<file path="src/rtl/spi_input_conditioner.sv">
// spi_input_conditioner
// Brings the raw SPI pins (sclk, cs_n, mosi) into the clk domain. Each channel
// has a two-flop synchronizer, a counter-based debouncer and registered
// one-cycle edge pulses. Channel order inside the vectors: 0 = sclk, 1 = cs,
// 2 = mosi.
module spi_input_conditioner #(
   parameter int WAIT_TIME     = 3,
   parameter int COUNTER_WIDTH = 3
) (
   input  logic clk,
   input  logic reset,
   input  logic sclk_in,
   input  logic cs_in,
   input  logic mosi_in,
   output logic sclk_cond,
   output logic sclk_pos,
   output logic sclk_neg,
   output logic cs_cond,
   output logic cs_fall,
   output logic mosi_cond
);

   localparam int NCH = 3;

   // Idle level of each channel: chip select idles high (deselected),
   // sclk and mosi idle low.
   localparam logic [NCH-1:0] IDLE_LEVEL = 3'b010;

   // The last count value before a mismatch is accepted as a real change.
   localparam logic [COUNTER_WIDTH-1:0] CNT_LAST = COUNTER_WIDTH'(WAIT_TIME - 1);

   logic [NCH-1:0] pin;
   logic [NCH-1:0] cond;
   logic [NCH-1:0] pos;
   logic [NCH-1:0] neg;

   // The cs rising-edge pulse is produced like every other channel pulse but
   // nothing downstream needs it.
   logic unused_cs_rise;

   assign pin = {mosi_in, cs_in, sclk_in};

   generate
      for (genvar gi = 0; gi < NCH; gi++) begin : g_chan
         logic                     sync1;
         logic                     sync2;
         logic [COUNTER_WIDTH-1:0] cnt;
         logic                     level;
         logic                     rise;
         logic                     fall;

         // Two-flop synchronizer for the asynchronous pin.
         always_ff @(posedge clk or posedge reset) begin
            if (reset) begin
               sync1 <= IDLE_LEVEL[gi];
               sync2 <= IDLE_LEVEL[gi];
            end else begin
               sync1 <= pin[gi];
               sync2 <= sync1;
            end
         end

         // Debounce: accept sync2 only after it has disagreed with the
         // conditioned level for WAIT_TIME consecutive cycles; any return to
         // agreement restarts the count. Edge pulses are registered on the
         // same edge that updates the level, so they line up with the first
         // cycle of the new level.
         always_ff @(posedge clk or posedge reset) begin
            if (reset) begin
               cnt   <= '0;
               level <= IDLE_LEVEL[gi];
               rise  <= 1'b0;
               fall  <= 1'b0;
            end else begin
               rise <= 1'b0;
               fall <= 1'b0;
               if (sync2 == level) begin
                  cnt <= '0;
               end else if (cnt == CNT_LAST) begin
                  cnt   <= '0;
                  level <= sync2;
                  rise  <= sync2;
                  fall  <= ~sync2;
               end else begin
                  cnt <= cnt + 1'b1;
               end
            end
         end

         assign cond[gi] = level;
         assign pos[gi]  = rise;
         assign neg[gi]  = fall;
      end
   endgenerate

   assign sclk_cond      = cond[0];
   assign sclk_pos       = pos[0];
   assign sclk_neg       = neg[0];
   assign cs_cond        = cond[1];
   assign cs_fall        = neg[1];
   assign unused_cs_rise = pos[1];
   assign mosi_cond      = cond[2];

endmodule

</file>
<file path="config.mk">
export PLATFORM = sky130hd
export DESIGN_NAME = spi_input_conditioner
export DESIGN_NICKNAME = d
export VERILOG_FILES = /design/src/rtl/spi_input_conditioner.sv
export SDC_FILE = /design/constraint.sdc
export NUM_CORES = 1
export LEC_CHECK = 0
export BUFFER_PORTS_ARGS = -buffer_cell sky130_fd_sc_hd__buf_2
export CAP_MARGIN = 5
export CORE_MARGIN = 3
export CORE_UTILIZATION = 57
export CTS_CLUSTER_DIAMETER = 100
export DETAILED_ROUTE_END_ITERATION = 8
export HOLD_SLACK_MARGIN = 0.15
export PLACE_DENSITY = 0.79
export SLEW_MARGIN = 20
export SYNTH_ARGS = -nofsm -noshare
export SYNTH_HDL_FRONTEND = slang
export SYNTH_SLANG_ARGS = --single-unit
</file>
<file path="constraint.sdc">
create_clock -name clk -period 3.48 [get_ports clk]
set_input_delay 0.348 -clock clk [delete_from_list [all_inputs] [get_ports clk]]
set_output_delay 0.348 -clock clk [all_outputs]
set_load 0.02 [all_outputs]
</file>
==> metrics.yaml <==
sta:
  finalSetupViolCount: 0
  tightestPinTransition_ns: 0.734
  fmax_ghz: 0.724
  finClkSkew_ns: 0.0106
  rsz0062_at_grt: "no"
  tns_ns: 0
  hold_viol: 0
  fin_crit_sh_pct: 39.7
  fin_ws_ns: 2.10
  timing.hold.ws_ns: 0.154
  fin_crit_ns: 1.38
  drv_slew: 0
  slew_headroom_pct: 51.0
floorplanning:
  boundaryPins: 11
  die-area_um2: 1900
  die-width_um: 43.6
  die_h_um: 43.6
  rows: 12
  core_um2: 1220
  initial_core_util_pct: 66.2
setup_path:
  end_kind: "output port"
  r2r-end: "sclk_cond$_DFFE_PP0P_"
  path_buf_inv: 1
  cp_top_family: "flip-flops"
  crit_path_top_delay_cell: "dfstp_2"
  cp.required_ns: 3.13
  cp_num_cells: 1
  r2r_slack_ns: 2.20
  path_max_fanout: 4
  crit_arrival_ns: 1.03
  path_class: "register to output port"
  cp-start-kind: "register"
  crit_chain: "buf_2"
  crit_path_max_incr_delay_ns: 0.57
  rr_startpoint: "g_chan[0].cnt[0]$_DFF_PP0_"
  r2r.worst_path.cells: 2
drt:
  wirelength_um: 1100
  drc: 0
  dr.pass1.iters: 2
  drt_iter0_markers: 2
  routed-via-count: 476
  viasPerCell: 5.35
  wl_per_cell_um: 12.4
  ant_nets: 0
global_routing:
  grt_use_total_pct: 14.5
  grt_max_degree: 22
  grt_pass1_vias: 473
  antenna_found_initial: 0
  grt_pass1_wl_um: 2010
  overflow: 0
power_and_ir_drop:
  p_per_area_nw_per_um2: 749
  leakage_nw: 0.429
  power.total_mw: 0.697
  ir_worst_vdd_mv: 0.416
logic_synthesis:
  synth_top_family_by_area: "simple AND/OR/NAND/NOR gates"
  avgSynthCellArea_um2: 13.9
  ys_seq_area_share_pct: 65.8
  synthXorXnorAreaFrac_pct: 3.27
  synth_fa_ha_area_share_pct: 0
  synth_cell_types: 15
  synth_mux_area_share_pct: 4.67
  syn_inst: 58
  synthesis.nets: 63
  synth-simple-area-share_pct: 18.4
  synth_seq_cells: 21
  synth-compound-area-share_pct: 7.47
  syn_area_um2: 805
  ys_warn_count: 0
clocking:
  cts_root_buf: "clkbuf_4"
  path_clk_slew_ns: 0.11
  post_cts_resized: 0
  cts_buffers: 3
  clock_latency_ns: 0.30
  cts_tree: "yes"
  clock_path_buffers: 2
  htree_levels: 1
  clock_sinks: 21
placed_design:
  hpwl_um: 784
  dp_cells: 82
  place_area_um2: 872
  port-buffer-count: 10
  pre_cts_ws_ns: 2.21
  place_congestion: 0.784
cells_and_area:
  final_nets: 81
  diodes: 0
  area_delta_synth_final_pct: 15.6
  fin_area_um2: 930
  final_cell_mix: "dfrtp_1 (18), buf_2 (10), nand3b_1 (6), a21oi_1 (6), nor3b_1 (4)"
  layout-drive-gt1-share_pct: 32.0
  instances_no_fill: 89
  regMostFlops: "g_chan.cnt"
  final_core_util_pct: 76.4
  layout_commonest_cell: "dfrtp_1"
  largest_register_ffs: 9
  reg_top3: "g_chan.cnt: 9 flops, g_chan.sync1: 3 flops, g_chan.sync2: 3 flops"
status:
  status: "completed"
flow_run:
  drv_cap: 0
hold_path:
  hp-class: "input port to asynchronous set/reset pin"
## repair_timing
action                                 CTS  global route
hold buffers                             3             0
setup buffers                            0             0
endpoints found under the hold margin    3             0
## report_power, final
group	switching (mW)	leakage [nW]	internal [mW]
registers	0.0713	0.263	0.312
clock network	0.0665	0.0177	0.0428
logic	0.0907	0.148	0.113
total	0.229	0.429	0.468
## worst max path at each step
stage                               startpoint                    end  slack [ns]
detailed placement  g_chan[0].cnt[0]$_DFF_PP0_  sclk_cond$_DFFE_PP0P_        2.21
global placement    g_chan[0].cnt[0]$_DFF_PP0_  sclk_cond$_DFFE_PP0P_        2.24
global route               cs_cond$_DFFE_PP1P_                cs_cond        2.06
finish                     cs_cond$_DFFE_PP1P_                cs_cond        2.10
floorplan           g_chan[0].cnt[0]$_DFF_PP0_  sclk_cond$_DFFE_PP0P_        2.25
CTS                        cs_cond$_DFFE_PP1P_                cs_cond        2.09
## layout make-up
| type | instances | area, um2 |
|---|---|---|
| clock inverters | 1 | 5.00 |
| inverters | 1 | 3.75 |
| flip-flops and latches | 21 | 529 |
| clock buffers | 3 | 22.5 |
| multi-input cells | 36 | 272 |
| fillers | 80 | 287 |
| well taps | 14 | 17.5 |
| repair buffers | 13 | 80.1 |
## kinds of logic after synthesis
family,count (synthesis)
AOI/OAI and AO/OA,9
xor gates and xnor gates,3
buffers and inverters,1
DFF,21
muxes,3
and+or+nand+nor,21
## synthesized netlist by cell type
cell type | number | area share, %
dfrtp_1 | 18 | 56
a21oi_1 | 6 | 3.7
nand3b_1 | 6 | 5.6
nor3b_1 | 4 | 3.7
a21bo_2 | 3 | 3.7
dfstp_2 | 3 | 9.8
nand2b_1 | 3 | 2.3
nor2b_1 | 3 | 2.3
nor3_1 | 3 | 1.9
xnor2_1 | 3 | 3.3
mux2_2 | 2 | 2.8
and3b_1 | 1 | 1.1
inv_1 | 1 | 0.47
mux2_4 | 1 | 1.9
or3b_4 | 1 | 1.4
## metal layers
| metal | part of all wire [%] | vias to the layer above | global-route usage [%] |
|---|---|---|---|
| met4 | 1.7 | 0 | 5.42 |
| met3 | 3.8 | 4 | 4.98 |
| li1 | - | 235 | - |
| met1 | 47 | 229 | 18.6 |
| met5 | 0 | - | 0 |
| met2 | 48 | 8 | 22.7 |
Power figures use the tool's default switching activity.
